**src/rtl/axis_rx_pkg.sv**
```systemverilog
// Shared field offsets, state encoding and beat layout for the RX framer.
// Imported by axis_rx_framer and its skid buffer.
package axis_rx_pkg;

    localparam int BYTES_PER_WORD = 8;
    localparam int WORD_SHIFT     = 3;
    localparam int BCNT_LSB       = 0;
    localparam int BCNT_W         = 14;
    localparam int CRC_ERR_BIT    = 14;
    localparam int LEN_ERR_BIT    = 15;
    localparam int WORDS_W        = BCNT_W + 1 - WORD_SHIFT;

    localparam logic [BCNT_W:0] WORD_ROUND = 15'd7;

    typedef enum logic [1:0] {
        IDLE     = 2'd0,
        CNT_WAIT = 2'd1,
        STREAM   = 2'd2,
        DRAIN    = 2'd3
    } rx_state_e;

    typedef struct packed {
        logic        last;
        logic        user;
        logic [7:0]  keep;
        logic [63:0] data;
    } beat_t;

    // Byte enables for the final word of a frame; zero remainder means a full word.
    function automatic logic [7:0] keep_from_rem(input logic [2:0] rem);
        logic [7:0] keep;
        if (rem == 3'd0) begin
            keep = 8'hFF;
        end else begin
            keep = (8'd1 << rem) - 8'd1;
        end
        return keep;
    endfunction

endpackage

```
**src/rtl/axis_skid2.sv**
```systemverilog
// Two-entry valid/ready buffer; head entry drives the stream outputs directly
// so the payload stays put while the consumer stalls.
module axis_skid2
    import axis_rx_pkg::*;
#(
    parameter int WIDTH = $bits(beat_t)
) (
    input  logic             clk,
    input  logic             reset,
    input  logic             push_i,
    input  logic [WIDTH-1:0] push_data_i,
    input  logic             ready_i,
    output logic             valid_o,
    output logic [WIDTH-1:0] data_o,
    output logic [1:0]       occupancy_o
);

    logic [WIDTH-1:0] head_q;
    logic [WIDTH-1:0] tail_q;
    logic [1:0]       count_q;
    logic             pop;

    assign pop         = (count_q != 2'd0) && ready_i;
    assign valid_o     = (count_q != 2'd0);
    assign data_o      = head_q;
    assign occupancy_o = count_q;

    // The producer never pushes into a full buffer, so no overflow case exists.
    always_ff @(posedge clk) begin
        if (reset) begin
            head_q  <= '0;
            tail_q  <= '0;
            count_q <= 2'd0;
        end else begin
            case ({push_i, pop})
                2'b10: begin
                    if (count_q == 2'd0) begin
                        head_q <= push_data_i;
                    end else begin
                        tail_q <= push_data_i;
                    end
                    count_q <= count_q + 2'd1;
                end
                2'b01: begin
                    head_q  <= tail_q;
                    count_q <= count_q - 2'd1;
                end
                2'b11: begin
                    if (count_q == 2'd1) begin
                        head_q <= push_data_i;
                    end else begin
                        head_q <= tail_q;
                        tail_q <= push_data_i;
                    end
                end
                default: begin
                end
            endcase
        end
    end

endmodule

```
**src/rtl/axis_rx_framer.sv**
```systemverilog
// Pops one byte-count word per frame, then its data words, and emits them as
// an AXI-Stream frame; oversized and empty frames are discarded and counted.
module axis_rx_framer
    import axis_rx_pkg::*;
#(
    parameter int          DATA_W    = 64,
    parameter int          CNT_W     = 64,
    parameter int unsigned MAX_BYTES = 9600
) (
    input  logic              clk,
    input  logic              reset,
    input  logic              cnt_rdempty,
    output logic              cnt_rden,
    input  logic [CNT_W-1:0]  cnt_dataout,
    input  logic              dat_rdempty,
    output logic              dat_rden,
    input  logic [DATA_W-1:0] dat_dataout,
    output logic [DATA_W-1:0] m_axis_tdata,
    output logic [7:0]        m_axis_tkeep,
    output logic              m_axis_tvalid,
    output logic              m_axis_tlast,
    output logic              m_axis_tuser,
    input  logic              m_axis_tready,
    output logic [15:0]       drop_cnt
);

    rx_state_e          state_q;
    logic [WORDS_W-1:0] wordsLeft_q;
    logic [7:0]         lastKeep_q;
    logic               frameErr_q;
    logic               inflight_q;
    logic               inflightLast_q;
    logic [15:0]        dropCnt_q;

    logic [BCNT_W-1:0]  bcnt;
    logic [BCNT_W:0]    bcntRound;
    logic [WORDS_W-1:0] bcntWords;
    logic               cntErr;
    logic               unusedCntBits;

    beat_t              pushBeat;
    beat_t              headBeat;
    logic               skidValid;
    logic [1:0]         skidOcc;
    logic               accept;
    logic               lastAccept;
    logic               roomInSkid;
    logic               datRden;
    logic               cntRden;
    logic               dropInc;

    assign bcnt          = cnt_dataout[BCNT_LSB +: BCNT_W];
    assign cntErr        = cnt_dataout[CRC_ERR_BIT] | cnt_dataout[LEN_ERR_BIT];
    assign bcntRound     = {1'b0, bcnt} + WORD_ROUND;
    assign bcntWords     = bcntRound[BCNT_W:WORD_SHIFT];
    assign unusedCntBits = ^cnt_dataout[CNT_W-1:LEN_ERR_BIT+1];

    assign accept     = skidValid & m_axis_tready;
    assign lastAccept = accept & headBeat.last;

    // A beat leaving this cycle frees a slot, which keeps the stream at one beat per clock.
    assign roomInSkid = ({1'b0, skidOcc} + {2'b00, inflight_q}) < (3'd2 + {2'b00, accept});

    assign datRden = (wordsLeft_q != '0) && !dat_rdempty &&
                     ((state_q == STREAM && roomInSkid) || state_q == DRAIN);
    assign cntRden = !cnt_rdempty &&
                     (state_q == IDLE || (state_q == STREAM && lastAccept));
    assign dropInc = (state_q == CNT_WAIT && bcnt == '0) ||
                     (state_q == DRAIN && wordsLeft_q == '0);

    always_comb begin
        pushBeat.data = dat_dataout;
        pushBeat.last = inflightLast_q;
        pushBeat.user = inflightLast_q & frameErr_q;
        pushBeat.keep = inflightLast_q ? lastKeep_q : 8'hFF;
    end

    always_ff @(posedge clk) begin
        if (reset) begin
            state_q        <= IDLE;
            wordsLeft_q    <= '0;
            lastKeep_q     <= 8'h00;
            frameErr_q     <= 1'b0;
            inflight_q     <= 1'b0;
            inflightLast_q <= 1'b0;
            dropCnt_q      <= 16'h0000;
        end else begin
            inflight_q     <= datRden && (state_q == STREAM);
            inflightLast_q <= (wordsLeft_q == WORDS_W'(1));
            if (datRden) begin
                wordsLeft_q <= wordsLeft_q - WORDS_W'(1);
            end
            if (dropInc && dropCnt_q != 16'hFFFF) begin
                dropCnt_q <= dropCnt_q + 16'd1;
            end
            case (state_q)
                IDLE: begin
                    if (cntRden) begin
                        state_q <= CNT_WAIT;
                    end
                end
                CNT_WAIT: begin
                    lastKeep_q  <= keep_from_rem(bcnt[WORD_SHIFT-1:0]);
                    frameErr_q  <= cntErr;
                    wordsLeft_q <= bcntWords;
                    if (bcnt == '0) begin
                        state_q <= IDLE;
                    end else if (32'(bcnt) > MAX_BYTES) begin
                        state_q <= DRAIN;
                    end else begin
                        state_q <= STREAM;
                    end
                end
                STREAM: begin
                    if (lastAccept) begin
                        state_q <= cntRden ? CNT_WAIT : IDLE;
                    end
                end
                DRAIN: begin
                    if (wordsLeft_q == '0) begin
                        state_q <= IDLE;
                    end
                end
                default: state_q <= IDLE;
            endcase
        end
    end

    axis_skid2 #(
        .WIDTH($bits(beat_t))
    ) u_skid (
        .clk         (clk),
        .reset       (reset),
        .push_i      (inflight_q),
        .push_data_i (pushBeat),
        .ready_i     (m_axis_tready),
        .valid_o     (skidValid),
        .data_o      (headBeat),
        .occupancy_o (skidOcc)
    );

    assign cnt_rden      = cntRden;
    assign dat_rden      = datRden;
    assign m_axis_tvalid = skidValid;
    assign m_axis_tdata  = headBeat.data;
    assign m_axis_tkeep  = headBeat.keep;
    assign m_axis_tlast  = headBeat.last;
    assign m_axis_tuser  = headBeat.user;
    assign drop_cnt      = dropCnt_q;

endmodule
```
**config.mk**
```make
export PLATFORM = sky130hd
export DESIGN_NAME = axis_rx_framer
export DESIGN_NICKNAME = d
export VERILOG_FILES = /design/src/rtl/axis_rx_pkg.sv /design/src/rtl/axis_skid2.sv /design/src/rtl/axis_rx_framer.sv
export SDC_FILE = /design/constraint.sdc
export NUM_CORES = 1
export LEC_CHECK = 0
export BUFFER_PORTS_ARGS = -buffer_cell sky130_fd_sc_hd__buf_2
export CORE_ASPECT_RATIO = 0.5
export CORE_MARGIN = 1
export CORE_UTILIZATION = 56
export DETAILED_ROUTE_END_ITERATION = 7
export GPL_TIMING_DRIVEN = 0
export PLACE_DENSITY = 0.85
export SYNTH_ARGS = -nofsm -noshare
export SYNTH_HDL_FRONTEND = slang
export SYNTH_SLANG_ARGS = --single-unit
export TNS_END_PERCENT = 20
```
**constraint.sdc**
```tcl
create_clock -name clk -period 7.6 [get_ports clk]
set_clock_uncertainty 0.15 [all_clocks]
set_input_delay 1.14 -clock clk [delete_from_list [all_inputs] [get_ports clk]]
set_output_delay 1.14 -clock clk [all_outputs]
set_load 0.01 [all_outputs]
```
* Yosys cells after proc, flatten, opt, wreduce, memory -nomap -nowiden *
Cells that the tools add are included.

storage, ports and cells
  RAM bits = 0
  word-level logic and storage cells = 87
  memory bits (read-only) = 0
  memories kept = 0
  bits in latches = 0
  register bits after elaboration = 191
  input port bits = 133

operators by class
  bitwise gates (word level) = 4
  $add $sub $neg = 8
  equality and inequality tests = 15
  $lt $le $gt $ge = 2
  muxes and demuxes = 18
  div/mod/pow operators = 0
  multiply operators = 0
  shifts and indexed selects = 1
  reduce and logical (&&, ||, !) cells = 29

operators with widths
  operator               count
  $mux 74                4
  $pmux 74 s3            1
  $pmux 74 s2            1
  $mux 12                2
  $add 16x1->16 const B  1
  $mux 8                 2
  $ne 16x16->1 const B   1
  $add 14x3->15 const B  1
  $gt 14x14->1 const B   1
  $logic_not 14->1       1
  $eq 12x1->1 const B    1
  $logic_not 12->1       1
  $reduce_bool 12->1     1
  $sub 12x1->12 const B  1
  $logic_and 1x1->1      10
  $eq 2x2->1 const B     4
  $mux 2                 4
  $ne 2x2->1 const B     4
  $pmux 2 s4             1
  $reduce_bool 2->1      4
  $shl 1x3->8 const A    1
  $sub 8x1->8 const B    1
  $eq 2x1->1 const B     3
  $reduce_and 3->1       2
  16 further kinds       24

* Longest topological paths before layout *
  depth after elaboration = 9
  depth in mapped cells = 11

* Modules after synthesis *
Synthesis repeated with hierarchy kept, for this count alone.

unflattened totals
  cells, all modules = 1097
  area total of the unflattened synthesis = 8902.3 um2

by module, submodules not included
  module          seq. area each (um2)  instances  cells each  area an instance (um2)
  axis_skid2      3002.9                1          795         6470.0
  axis_rx_framer  820.8                 1          302         2432.3

* Least setup slack after synthesis *
OpenSTA, ideal clock, no wires.

  path type = in2reg
  from = input port cnt_dataout[1]
  to = register dropCnt_q[8], in the netlist drop_cnt[8]
  stages = 9
  setup time = 0.070 ns
  path slack = 4.303 ns
  buffers on the path = 3
  arrival = 3.077 ns
  data required time = 7.380 ns
  cell sequence = buf_6 nor3_4 nand2_2 or4_4 buf_6 a211o_1 buf_6 or3_1 a21oi_1

between the ends
  cells in the longest elaborated chain, start to end = 4

RTL lines
  what                    RTL line              text
  start: declaration      axis_rx_framer.sv:14  input logic [CNT_W-1:0] cnt_dataout,
  $logic_not 14->1        axis_rx_framer.sv:68  assign dropInc = (state_q == CNT_WAIT && bcnt == '0) ||
  $logic_and 1x1->1       axis_rx_framer.sv:68
  $logic_or 1x1->1        axis_rx_framer.sv:68
  $logic_and 1x1->1       axis_rx_framer.sv:93  if (dropInc && dropCnt_q != 16'hFFFF) begin
  end signal: assignment  axis_rx_framer.sv:94  dropCnt_q <= dropCnt_q + 16'd1;
  end: declaration        axis_rx_framer.sv:33  logic [15:0] dropCnt_q;

No other way between the ends.
A chain may end at the register's enable or synchronous reset.

* Worst setup path after layout *
  from = register u_skid.count_q[0], in the netlist u_skid.occupancy_o[0]
  to = output port dat_rden

between the ends
  cells in the longest elaborated chain, start to end = 7

RTL lines
  what                      RTL line              text
  start: declaration        axis_skid2.sv:20      logic [1:0] count_q;
  start signal: assignment  axis_skid2.sv:42      count_q <= count_q + 2'd1;
  start signal: assignment  axis_skid2.sv:46      count_q <= count_q - 2'd1;
  $reduce_bool 2->1         axis_skid2.sv:24      assign valid_o = (count_q != 2'd0);
  $and 1x1->1               axis_rx_framer.sv:58  assign accept = skidValid & m_axis_tready;
  $add 2x1->3               axis_rx_framer.sv:62  assign roomInSkid = ({1'b0, skidOcc} + {2'b00, inflight_q}) < (3'd2 + {2'b00, accept});
  $lt 3x3->1 *              axis_rx_framer.sv:62
  $logic_and 1x1->1 *       axis_rx_framer.sv:65  ((state_q == STREAM && roomInSkid) || state_q == DRAIN);
  $logic_or 1x1->1 *        axis_rx_framer.sv:65
  $logic_and 1x1->1 *       axis_rx_framer.sv:64  assign datRden = (wordsLeft_q != '0) && !dat_rdempty &&
  end: declaration          axis_rx_framer.sv:16  output logic dat_rden,

Every way passes the cells marked *; elsewhere a longest branch is shown, timed or not.

==> impl_metrics.json <==
{
  "clk_latency_ns": 0.43,
  "hold_slack_ns": 0.305,
  "crit_path_start_kind": "flip-flop",
  "initial_core_util_pct": 58.4,
  "synth.largest_area_cell": "dfxtp_1",
  "yosysTopAreaCellShare_pct": 47.4,
  "die_w_um": 172,
  "rsz0062_at_grt": "no",
  "antenna_found_initial": 0,
  "fp-row-count": 30,
  "drv_slew": 0,
  "vdd_drop_max_mv": 0.194,
  "worstPathArrival_ns": 2.58,
  "synth.distinct_cells": 58,
  "ys_seq_area_share_pct": 47.4,
  "final_common_cell": "dfxtp_1",
  "syn_area_um2": 8070,
  "wirelength_um": 22000,
  "cts_buffer_depth": 2,
  "critPathCaptureType": "primary output",
  "hp-class": "flip-flop to flip-flop",
  "seqCellArea_um2": 3820,
  "numPortBuffers": 176,
  "cts_root_buf": "clkbuf_16",
  "multi_input_area_um2": 3850,
  "crit_type": "flip-flop to primary output",
  "finalSetupViolCount": 0,
  "dieArea_um2": 14900,
  "syn_inst": 966,
  "drcViolationCount": 0,
  "drt-pass1-iter-count": 5,
  "antenna_left": 0,
  "cts_resized": 0,
  "crit_slowest_cell": "dfxtp_1",
  "cts_hold_buf": 0,
  "cts_made_buffers": 17,
  "path_clk_slew_ns": 0.07,
  "cp.required_ns": 6.31,
  "critical_path.startpoint": "u_skid.occupancy_o[0]",
  "drive_above_1_share_pct": 19.5,
  "reg2reg_from": "u_skid.occupancy_o[0]",
  "p_per_area_nw_per_um2": 274,
  "async_flop_share_pct": 0,
  "cts_tree": "built",
  "final_cell_mix": "191 x dfxtp_1, 176 x buf_2, 147 x nand2_1, 122 x nor2_1, 85 x nor3_1",
  "io_pins": 226,
  "antennaDiodeCount": 0,
  "synth.net_count": 1110,
  "fillerInstances": 1152,
  "ys_seq_elements": 191,
  "holdCritStartpoint": "lastKeep_q[7]",
  "track_usage_pct": 30.0,
  "detail_route.vias_per_cell": 5.89,
  "nets": 1305,
  "power.leakage_nw": 3.67,
  "critical-path-max-stage-delay_ns": 0.41,
  "power_mw": 2.68,
  "synth_edf_count": 0,
  "core_um2": 13800,
  "fin_setup_tns_ns": 0,
  "grt_pass1_wl_um": 35300,
  "place_hpwl_um": 15500,
  "worst_pin_slew_ns": 1.12,
  "relSlewSlack_pct": 25.2,
  "postSynthAreaPerCell_um2": 8.35,
  "hold_viol": 0,
  "numClockSinks": 191,
  "fin_crit_sh_pct": 51.0,
  "vias": 8045,
  "path_cells": "inv_1, ha_1, nor4b_1, o311a_1, and2_1, clkbuf_1, buf_2",
  "postLayoutCellArea_um2": 9770,
  "cts_max_level": 4,
  "grt_pass1_vias": 7324,
  "max_freq_mhz": 258,
  "drv_cap": 0,
  "wire_per_inst_um": 16.1,
  "area_growth_pct": 21.0,
  "fin_crit_ns": 3.87,
  "gp_congestion": 0.901,
  "status": "completed",
  "grt_max_degree": 20,
  "drt_iter0_drc": 648,
  "die_y_um": 86.9,
  "synth_flop_cell": "dfxtp_1",
  "post_cts_buffers": 0,
  "gr-total-overflow": 0,
  "yosysWarnings": 0,
  "yosys-top-cells-area": "dfxtp_1 47%, a221oi_1 7.9%, nand2_1 6.8%, nor2_1 5.7%, nor3_1 5.3%",
  "placed_area_um2": 9190,
  "critPathMaxFanout": 8
}
cell type report:
| cell class | count | share of cell area [%] |
|---|---|---|
| buffer | 78 | 3.54 |
| clock buffer | 18 | 4.39 |
| clock inverter | 14 | 1.51 |
| inverter | 13 | 0.500 |
| multi-input combinational | 684 | 39.4 |
| sequential | 191 | 39.2 |
| tap | 192 | 2.46 |
| timing repair buffer | 176 | 9.02 |
Yosys cell counts, types with 3 or more instances:
master     number
or3_1           6
and3_1          4
a211oi_1       15
o311ai_0        3
nor3_1         85
nand2b_1        9
nand3_1        13
nand4_1        13
clkbuf_1       66
o21ai_0        10
buf_1           4
nand2_1       147
and4_1          3
a2111oi_0       6
dfxtp_1       191
xnor2_1        19
a221oi_1       73
ha_1           11
buf_6           4
a21oi_1        84
inv_1          12
nor2_1        122
xor2_1         10
mux2i_1        10
or3_2           3
worst max-delay path, delay by kind of cell (launching register included):
kind | cells | cell delay (ns)
fa+ha+maj | 1 | 0.27
buf+inv | 3 | 0.62
flops | 1 | 0.41
simple gates | 2 | 0.55
compound gates | 1 | 0.31
stage by stage:
stage | worst slack (ns) | utilization, % | cells
5_1_grt | 3.63 | 70.7 | 1366
4_1_cts | 3.80 | 70.7 | 1366
3_3_place_gp | 3.89 | 66.5 | 1334
2_1_floorplan | 4.30 | - | 966
3_5_place_dp | 3.80 | 66.5 | 1334
6_report | 3.73 | 70.7 | 1366
logic make-up (layout without fill, tap and decap cells):
| logic type | count (synthesis) | count (layout) | synth area share [%] |
|---|---|---|---|
| buffers and inverters | 91 | 299 | 4.89 |
| adders and majority gates | 11 | 11 | 1.71 |
| AOI/OAI and AO/OA | 206 | 206 | 17.6 |
| DFF | 191 | 191 | 47.4 |
| muxes | 10 | 10 | 1.24 |
| and+or+nand+nor | 428 | 428 | 24.0 |
| xor gates and xnor gates | 29 | 29 | 3.15 |
state kept, by name (all words and copies together) (netlist names):
register	flops
drop_cnt	16
lastKeep_q	8
u_skid.data_o	74
state_q	2
u_skid.tail_q	74
inflightLast_q	1
u_skid.occupancy_o	2
wordsLeft_q	12
inflight_q	1
frameErr_q	1
where the power goes:
| part | leakage [nW] | switching [mW] | internal, mW |
|---|---|---|---|
| clock network | 0.283 | 0.435 | 0.440 |
| registers | 1.55 | 0.0627 | 1.11 |
| logic | 1.84 | 0.399 | 0.231 |
worst paths after layout:
check	end	slack, ns	depth (start not counted)
max reg2reg	u_skid.tail_q[53]	4.19	11
min reg2reg	lastKeep_q[7]	0.30	2
max	dat_rden	3.73	7
min	lastKeep_q[7]	0.30	2
layer usage:
metal	up-vias	track usage, %	wire, µm
met5	-	0	0
met4	0	11.1	516
met3	53	4.27	1510
met2	341	49.8	10300
met1	3806	40.2	9720
li1	3845	-	-
(Power assumes the default switching activity.)
